<file path="src/rtl/uart_tx_mmio_if.sv">
// Core MMIO write bus into the UART transmitter plus its serial line and status outputs.
// Master drives the held address/data pair; slave returns the line and FIFO status.
interface uart_tx_mmio_if #(
    parameter int FIFO_DEPTH = 16
);
    localparam int CNT_W = $clog2(FIFO_DEPTH) + 1;

    logic [15:0]      mmio_out_addr;
    logic [7:0]       mmio_out;
    logic             uart_tx;
    logic             tx_busy;
    logic             fifo_full;
    logic [CNT_W-1:0] fifo_count;
    logic             overflow;

    modport master (
        output mmio_out_addr, mmio_out,
        input  uart_tx, tx_busy, fifo_full, fifo_count, overflow
    );

    modport slave (
        input  mmio_out_addr, mmio_out,
        output uart_tx, tx_busy, fifo_full, fifo_count, overflow
    );
endinterface

</file>
<file path="src/rtl/uart_tx_mmio.sv">
// MMIO-fed 8N1 UART transmitter: a new address/data pair at UART_ADDR enqueues one byte.
// Line falls two cycles after the write; a full FIFO with no pop drops the write and sets sticky overflow.
module uart_tx_mmio #(
    parameter int          CLK_HZ     = 27000000,
    parameter int          BAUD       = 115200,
    parameter logic [15:0] UART_ADDR  = 16'hFF01,
    parameter int          FIFO_DEPTH = 16
) (
    input  logic           clock,
    input  logic           reset,
    uart_tx_mmio_if.slave  bus
);
    localparam int DIVISOR = CLK_HZ / BAUD;
    localparam int BAUD_W  = $clog2(DIVISOR);
    localparam int PTR_W   = $clog2(FIFO_DEPTH);
    localparam int CNT_W   = PTR_W + 1;

    localparam logic [BAUD_W-1:0] BAUD_LAST = BAUD_W'(DIVISOR - 1);
    localparam logic [CNT_W-1:0]  CNT_FULL  = CNT_W'(FIFO_DEPTH);

    typedef enum logic [1:0] {IDLE, START, DATA, STOP} state_t;

    state_t            state_q, state_d;
    logic [BAUD_W-1:0] baud_q, baud_d;
    logic [2:0]        bit_q, bit_d;
    logic [7:0]        shift_q, shift_d;
    logic [PTR_W-1:0]  rd_ptr_q, rd_ptr_d;
    logic [PTR_W-1:0]  wr_ptr_q, wr_ptr_d;
    logic [CNT_W-1:0]  count_q, count_d;
    logic [15:0]       prev_addr_q, prev_addr_d;
    logic [7:0]        prev_data_q, prev_data_d;
    logic              uart_tx_q, uart_tx_d;
    logic              tx_busy_q, tx_busy_d;
    logic              fifo_full_q, fifo_full_d;
    logic              overflow_q, overflow_d;

    logic [7:0]        mem_q [FIFO_DEPTH];

    logic              wr_evt_vld;
    logic              push_vld;
    logic              pop_vld;
    logic              fifo_empty;
    logic              baud_end;
    logic [7:0]        wr_dat;

    always_comb begin
        state_d     = state_q;
        baud_d      = baud_q;
        bit_d       = bit_q;
        shift_d     = shift_q;
        rd_ptr_d    = rd_ptr_q;
        wr_ptr_d    = wr_ptr_q;
        pop_vld     = 1'b0;
        wr_dat      = bus.mmio_out;
        prev_addr_d = bus.mmio_out_addr;
        prev_data_d = bus.mmio_out;

        // The bus has no strobe: a write is a change of the held pair while pointing at UART_ADDR.
        wr_evt_vld = (bus.mmio_out_addr == UART_ADDR) &&
                     ((prev_addr_q != UART_ADDR) || (prev_data_q != bus.mmio_out));
        fifo_empty = (count_q == '0);
        baud_end   = (baud_q == BAUD_LAST);

        unique case (state_q)
            IDLE: begin
                if (!fifo_empty) begin
                    pop_vld = 1'b1;
                    shift_d = mem_q[rd_ptr_q];
                    baud_d  = '0;
                    state_d = START;
                end
            end
            START: begin
                if (baud_end) begin
                    baud_d  = '0;
                    bit_d   = 3'd0;
                    state_d = DATA;
                end else begin
                    baud_d = baud_q + BAUD_W'(1);
                end
            end
            DATA: begin
                if (baud_end) begin
                    baud_d = '0;
                    if (bit_q == 3'd7) begin
                        state_d = STOP;
                    end else begin
                        bit_d = bit_q + 3'd1;
                    end
                end else begin
                    baud_d = baud_q + BAUD_W'(1);
                end
            end
            STOP: begin
                if (baud_end) begin
                    baud_d = '0;
                    // Chain straight into the next start bit so queued bytes leave with no idle gap.
                    if (!fifo_empty) begin
                        pop_vld = 1'b1;
                        shift_d = mem_q[rd_ptr_q];
                        state_d = START;
                    end else begin
                        state_d = IDLE;
                    end
                end else begin
                    baud_d = baud_q + BAUD_W'(1);
                end
            end
            default: state_d = IDLE;
        endcase

        push_vld   = wr_evt_vld && (!fifo_full_q || pop_vld);
        overflow_d = overflow_q || (wr_evt_vld && fifo_full_q && !pop_vld);

        if (pop_vld) begin
            rd_ptr_d = rd_ptr_q + PTR_W'(1);
        end
        if (push_vld) begin
            wr_ptr_d = wr_ptr_q + PTR_W'(1);
        end
        count_d     = count_q + CNT_W'(push_vld) - CNT_W'(pop_vld);
        fifo_full_d = (count_d == CNT_FULL);

        // Line level is derived from the next state so the pin itself comes straight off a flop.
        unique case (state_d)
            START:   uart_tx_d = 1'b0;
            DATA:    uart_tx_d = shift_d[bit_d];
            default: uart_tx_d = 1'b1;
        endcase
        tx_busy_d = (state_d != IDLE) || (count_d != '0);
    end

    always_ff @(posedge clock) begin
        if (reset) begin
            state_q     <= IDLE;
            baud_q      <= '0;
            bit_q       <= 3'd0;
            shift_q     <= 8'h00;
            rd_ptr_q    <= '0;
            wr_ptr_q    <= '0;
            count_q     <= '0;
            prev_addr_q <= 16'h0000;
            prev_data_q <= 8'h00;
            uart_tx_q   <= 1'b1;
            tx_busy_q   <= 1'b0;
            fifo_full_q <= 1'b0;
            overflow_q  <= 1'b0;
        end else begin
            state_q     <= state_d;
            baud_q      <= baud_d;
            bit_q       <= bit_d;
            shift_q     <= shift_d;
            rd_ptr_q    <= rd_ptr_d;
            wr_ptr_q    <= wr_ptr_d;
            count_q     <= count_d;
            prev_addr_q <= prev_addr_d;
            prev_data_q <= prev_data_d;
            uart_tx_q   <= uart_tx_d;
            tx_busy_q   <= tx_busy_d;
            fifo_full_q <= fifo_full_d;
            overflow_q  <= overflow_d;
        end
    end

    always_ff @(posedge clock) begin
        if (push_vld && !reset) begin
            mem_q[wr_ptr_q] <= wr_dat;
        end
    end

    assign bus.uart_tx    = uart_tx_q;
    assign bus.tx_busy    = tx_busy_q;
    assign bus.fifo_full  = fifo_full_q;
    assign bus.fifo_count = count_q;
    assign bus.overflow   = overflow_q;

endmodule
</file>
<file path="src/flat_wrapper.sv">
// flat-port wrapper written by rule: the top's interface ports become plain ports
module uart_tx_mmio_flat 
#(
    parameter int          CLK_HZ     = 27000000,
    parameter int          BAUD       = 115200,
    parameter logic [15:0] UART_ADDR  = 16'hFF01,
    parameter int          FIFO_DEPTH = 16
)
  (clock, reset, bus_mmio_out_addr, bus_mmio_out, bus_uart_tx, bus_tx_busy, bus_fifo_full, bus_fifo_count, bus_overflow);
  uart_tx_mmio_if #(.FIFO_DEPTH(FIFO_DEPTH)) bus_i ();
  input  logic clock;
  input  logic reset;
  input wire logic [$bits(bus_i.mmio_out_addr)-1:0] bus_mmio_out_addr;
  input wire logic [$bits(bus_i.mmio_out)-1:0] bus_mmio_out;
  output wire logic [$bits(bus_i.uart_tx)-1:0] bus_uart_tx;
  output wire logic [$bits(bus_i.tx_busy)-1:0] bus_tx_busy;
  output wire logic [$bits(bus_i.fifo_full)-1:0] bus_fifo_full;
  output wire logic [$bits(bus_i.fifo_count)-1:0] bus_fifo_count;
  output wire logic [$bits(bus_i.overflow)-1:0] bus_overflow;
  assign bus_i.mmio_out_addr = bus_mmio_out_addr;
  assign bus_i.mmio_out = bus_mmio_out;
  assign bus_uart_tx = bus_i.uart_tx;
  assign bus_tx_busy = bus_i.tx_busy;
  assign bus_fifo_full = bus_i.fifo_full;
  assign bus_fifo_count = bus_i.fifo_count;
  assign bus_overflow = bus_i.overflow;
  uart_tx_mmio #(.CLK_HZ(CLK_HZ), .BAUD(BAUD), .UART_ADDR(UART_ADDR), .FIFO_DEPTH(FIFO_DEPTH)) u_core (.clock(clock), .reset(reset), .bus(bus_i));
endmodule
</file>
<file path="config.mk">
export PLATFORM = sky130hd
export DESIGN_NAME = uart_tx_mmio_flat
export DESIGN_NICKNAME = d
export VERILOG_FILES = /design/src/rtl/uart_tx_mmio_if.sv /design/src/rtl/uart_tx_mmio.sv /design/src/flat_wrapper.sv
export SDC_FILE = /design/constraint.sdc
export NUM_CORES = 1
export LEC_CHECK = 0
export BUFFER_PORTS_ARGS = -buffer_cell sky130_fd_sc_hd__buf_4
export CAP_MARGIN = 20
export CORE_MARGIN = 4
export CORE_UTILIZATION = 45
export CTS_BUF_LIST = sky130_fd_sc_hd__clkbuf_16
export CTS_CLUSTER_SIZE = 20
export DETAILED_ROUTE_END_ITERATION = 6
export SLEW_MARGIN = 15
export SYNTH_ARGS = -nofsm -noshare
export SYNTH_HDL_FRONTEND = slang
export SYNTH_SLANG_ARGS = --single-unit
export TNS_END_PERCENT = 50
</file>
<file path="constraint.sdc">
create_clock -name clock -period 3.7 [get_ports clock]
set_clock_uncertainty 0.05 [all_clocks]
set_input_delay 0.74 -clock clock [delete_from_list [all_inputs] [get_ports clock]]
set_output_delay 0.74 -clock clock [all_outputs]
set_load 0.03 [all_outputs]
</file>
# Word-level counts from Yosys, hierarchy flattened
# Memory sizes are Yosys's and may differ from the RTL's. A register that Yosys moved wholly into a read port is not among the register bits.
# Index checks and enable logic that the tools add are counted.
classes:
  n_reduce_logical: 17
  muxes: 27
  addsub: 6
  n_eq_ne: 12
  n_lt_le_gt_ge: 1
op_table:
  columns: ["operator", "n"]
  rows:
  - ["$mux 8", 4]
  - ["$pmux 8 s2", 2]
  - ["$eq 16x16->1 const B", 1]
  - ["$ne 16x16->1 const B", 1]
  - ["$mux 2", 5]
  - ["$mux 3", 3]
  - ["$add 4x1->4 const B", 2]
  - ["$add 8x1->8 const B", 1]
  - ["$eq 8x8->1 const B", 1]
  - ["$mux 4", 2]
  - ["$ne 8x8->1", 1]
  - ["$pmux 2 s4", 1]
  - ["$eq 2x2->1 const B", 3]
  - ["$mux 1", 6]
  - ["$pmux 3 s2", 1]
  - ["$add 5x1->5", 1]
  - ["$eq 5x5->1 const B", 1]
  - ["$logic_and 1x1->1", 5]
  - ["$logic_not 5->1", 1]
  - ["$reduce_bool 5->1", 1]
  - ["$sub 5x1->5", 1]
  - ["$eq 2x1->1 const B", 2]
  - ["$logic_or 1x1->1", 4]
  - ["$lt 3x4->1 const B", 1]
  - ["other kinds (9)", 12]
word_totals:
  n_memories: 1
  mem_bits_rw: 128
  regBits: 62
  input_bits: 26
memory_table:
  columns: ["name", "words", "width", "read_ports", "rd_ports_with_merged_regs", "wr", "line_no", "text"]
  rows:
  - ["u_core.mem_q", 16, 8, 1, 1, 1, "uart_tx_mmio.sv:37", "logic [7:0] mem_q [FIFO_DEPTH];"]

# Logic depth before layout (Yosys ltp)
depth:
  ltp_word: 10
  mapped_depth: 18

# Least setup slack after synthesis
# OpenSTA, ideal clock, no wires.
synth_path:
  path_kind: "in2reg"
  startpoint: "in bus_mmio_out_addr[5]"
  endpoint: "reg u_core.fifo_full_q, in the netlist u_core.bus.fifo_full"
  path_slack_ns: 0.437
  path_stages: 15
  t_arrival_ns: 3.098
  setup_ns: 0.115
  required_time_ns: 3.535
  path_cell_list: "nor4_1 > nand4_1 > or3_1 > a21oi_1 > a21boi_2 > ha_1 > inv_1 > fa_1 > inv_1 > a21oi_1 > nor2_1 > nor2_1 > xnor2_1 > nor2_1 > and2_1"
synth_between:
  elab_chain_cells: 6
synth_lines:
  columns: ["element", "line_no", "text"]
  rows:
  - ["start: declaration", "flat_wrapper.sv:13", "input wire logic [$bits(bus_i.mmio_out_addr)-1:0] bus_mmio_out_addr;"]
  - ["$eq 16x16->1", "uart_tx_mmio.sv:59", "wr_evt_vld = (bus.mmio_out_addr == UART_ADDR) &&"]
  - ["$logic_and 1x1->1", "uart_tx_mmio.sv:59", null]
  - ["$logic_and 1x1->1", "uart_tx_mmio.sv:112", "push_vld = wr_evt_vld && (!fifo_full_q || pop_vld);"]
  - ["$add 5x1->5", "uart_tx_mmio.sv:121", "count_d = count_q + CNT_W'(push_vld) - CNT_W'(pop_vld);"]
  - ["$sub 5x1->5", "uart_tx_mmio.sv:121", null]
  - ["$eq 5x5->1", "uart_tx_mmio.sv:122", "fifo_full_d = (count_d == CNT_FULL);"]
  - ["end signal: assignment", "uart_tx_mmio.sv:160", "fifo_full_q <= fifo_full_d;"]
  - ["end: declaration", "uart_tx_mmio.sv:34", "logic fifo_full_q, fifo_full_d;"]
# Every way passes these cells.
# A chain may end at the register's enable or synchronous reset.

# Worst setup path in the final report
# Ends and elaborated chain as after synthesis.

==> results.md <==
* Top cells by area, synth: edfxtp_1, dfxtp_1, mux2i_1
* Async S/R FF share, synth at 0%
* Area occupied by multi-input gates at 2630 µm²
* Num CTS Buffers at 17
* Crit-path most repeated cell: nor2_1
* Critical Path Source Type: input port
* Status: finished, final reports clean
* CP top delay family: simple AND/OR/NAND/NOR gates
* Gp weighted congestion at 0.800
* Crit path max fanout at 2
* Reg2Reg Launch Point: u_core.state_q[0]
* GRT Util Overall at 17.1%
* PD cells at 618 nW/µm²
* Yosys cell types at 63
* CTS tree: done
* Synth Cell Area at 7960 µm²
* CP Capture Type: register
* Sw Ratio at 31.0%
* Final Power at 5.67 mW
* Setup bufs post-CTS at 0
* CTS H-tree depth at 4
* Worst path required time at 3.98 ns
* Tcrit/Tclk final at 87.3%
* Initial Utilization at 46.0%
* Initial antenna violation count at 0
* Root buffer cell: clkbuf_16
* Layout cells sized above 1 at 18.3%
* DRT iter0 DRCs at 299
* Synthesized instance count at 582
* Synth-to-Final Area Change at 15.2%
* Post-synth net total at 627
* Crit Path Class: in2reg
* Yosys reg bits at 194
* Sink Count at 194
* P_sw at 1.76 mW
* Vias in the first global route at 4,754
* Crit path from: bus_mmio_out_addr[5]
* IO Port Bufs at 34
* Final worst slack at 0.472 ns
* Clock-pin slew on the worst setup and hold paths at 0.08 ns
* Layout Cell Area excl Fill at 9170 µm²
* Hold-fix buffers, CTS at 0
* Vias at 4,669
* Max Freq at 310 MHz
* Insertion delay to the later sink of the worst-skew pair at 0.43 ns
* Layout fillers at 1,495
* Max VDD drop at 0.338 mV
* Die height at 141 µm
* Wirelength, routed at 16,100 µm
* Synth warn at 0
* Die outline width at 141 µm
* Crit path buf inv count at 3
* Row Count at 48
* Post-DR vias/cell at 5.33
* Clock share of power at 31.5%
* Slowest-stage cell, CP: fa_1
* Final Core Density at 53.0%
* Syn Area/Cell at 13.7 µm²
* Reg area at 5170 µm²
* RSZ-0062 raised after global routing: no
* Area share of the largest cell type after synthesis at 48.3%
* DPL Wire Length at 11,000 µm
* Setup TNS Final at 0 ns
* Final setup fails at 0
* Post-synth EDFFs at 128
* Worst Max-Slew Pin Slew at 0.711 ns
* Residual DRC count at 0
* Worst Hold Depth at 2
* Leakage at 3.13 nW
* IO Pins at 35
* Ant diodes at 0
* Routed length per instance at 18.4 µm
* First-pass GRT wire length at 25,800 µm
* CP Depth at 16
* Hold Crit Start: u_core.shift_q[7]
* Combinational fraction of design power at 23.9%
* Die Area at 19,900 µm²
* Slew Limit Fails at 0
* Internal power at 3.91 mW
* ANT nets after route at 0
* Hold Crit Class: reg2reg
* Max stage delay on crit path at 0.39 ns
* Worst EP arrival at 3.51 ns
* NumNets Final at 683
* Largest net degree at the start of global routing at 64
* Post-place setup slack at 0.00389 ns
* Core footprint at 17,300 µm²
* Drt pass-1 iters at 5
* Reg2reg path depth at 16
* Gr ovfl total at 0
* Post-CTS sizing at 0
* Clock tree buffer depth at 2
* Sequential area share after synthesis at 64.9%
* Top FF cell, synth: edfxtp_1
* Cell taking the most area after synthesis: edfxtp_1
* Final min period at 3.23 ns
* Final hold vios at 0
* Max cap viols at 0
* Placed instance area at 8590 µm²
* Slew headroom at 52.5%
* Seq pwr share at 44.5%
* CP cell instances: buf_4 -> nor4_1 -> nand4_1 -> or3_1 -> a21oi_1 -> a21boi_2 -> ha_1 -> inv_1 -> fa_1 -> inv_1 -> a21oi_1 -> nor2_1 -> nor2_1 -> xnor2_1 -> nor2_1 -> and2_1
==> synth_stat cells, drive strengths merged, types with 3 or more instances <==
| master | n |
|---|---|
| a211oi | 3 |
| a21o | 3 |
| a21oi | 18 |
| a22oi | 21 |
| and2 | 4 |
| and3 | 3 |
| buf | 15 |
| clkbuf | 7 |
| dfxtp | 66 |
| edfxtp | 128 |
| ha | 18 |
| inv | 15 |
| mux2i | 45 |
| mux4 | 11 |
| nand2 | 29 |
| nand3 | 8 |
| nand4 | 12 |
| nor2 | 59 |
| nor2b | 33 |
| nor3b | 3 |
| nor4 | 6 |
| o21ai | 13 |
| or3 | 3 |
| xnor2 | 7 |
| xor2 | 16 |
==> layout by cell type (no fill, tap or decap), types with 4 or more instances in the layout <==
cell type,Yosys,routed
a21oi_1,18,18
a22oi_1,20,20
and2_1,4,4
buf_4,0,58
clkbuf_16,0,18
dfxtp_1,66,65
edfxtp_1,128,128
ha_1,18,18
inv_1,15,15
inv_6,0,4
mux2i_1,45,45
mux4_2,11,11
nand2_1,29,29
nand3_1,8,8
nand4_1,12,12
nor2_1,58,58
nor2b_1,31,31
nor4_1,6,6
o21ai_0,12,12
xnor2_1,7,7
xor2_1,16,16
==> area by class of cell <==
cell class,count,share of cell area (%)
Multi-Input combinational cell,351,28.7
Clock inverter,14,1.47
Timing Repair Buffer,59,4.96
Sequential cell,194,56.3
Inverter,15,0.614
Tap cell,225,3.07
Clock buffer,18,4.91
==> power by group through the flow <==
| stage | Sequential, mW | Clock (mW) | Combinational, mW |
|---|---|---|---|
| after floorplan | 2.59 | 0 | 0.923 |
| after global placement | 2.57 | 0 | 1.33 |
| after detailed placement | 2.57 | 0 | 1.35 |
| after CTS | 2.53 | 1.83 | 1.37 |
| after global routing | 2.54 | 1.93 | 1.51 |
| final | 2.52 | 1.79 | 1.35 |
==> per-layer routing <==
metal	vias to the layer above	track usage (%)	part of all wire, %
met3	8	3.46	4.3
met4	0	5.00	1.0
met5	-	0	0
met1	2316	22.0	44
met2	78	29.3	51
li1	2267	-	-
==> worst paths after layout <==
kind / end / slack [ns]
worst max register to register: u_core.bus.fifo_full / 0.58
worst max-delay path: u_core.bus.fifo_full / 0.47
worst min register to register: u_core.shift_q[7] / 0.42
worst min-delay path: u_core.shift_q[7] / 0.42
==> worst min-delay path, stage by stage, from the launching register on <==
cell	delay, ns
dfxtp_1	0.30
nand2_1	0.06
a21oi_1	0.06
==> through the flow <==
step,hold WS [ns],std cells
2_1_floorplan,0.391,582
3_3_place_gp,0.403,844
3_5_place_dp,0.409,844
4_1_cts,0.418,876
5_1_grt,0.439,876
6_report,0.415,876
==> flip-flops by register name, summed over array words and instances (netlist names), 2 cells and up, named ones only <==
signal / cells
u_core.prev_data_q: 8
u_core.shift_q: 8
u_core.baud_q: 8
u_core.bit_q: 3
u_core.mem_q: 128
u_core.wr_ptr_q: 4
u_core.state_q: 2
u_core.bus.fifo_count: 5
u_core.rd_ptr_q: 4
u_core.prev_addr_q: 16
==> kinds of logic after synthesis <==
kind of cell | after synthesis | synth area share (%)
AOI/OAI and AO/OA | 79 | 7.18
xor gates and xnor gates | 23 | 2.53
and+or+nand+nor | 173 | 11.3
DFF | 194 | 64.9
muxes | 57 | 8.91
adders and majority gates | 19 | 3.08
buffers and inverters | 37 | 2.09
Power figures use the tool's default switching activity.
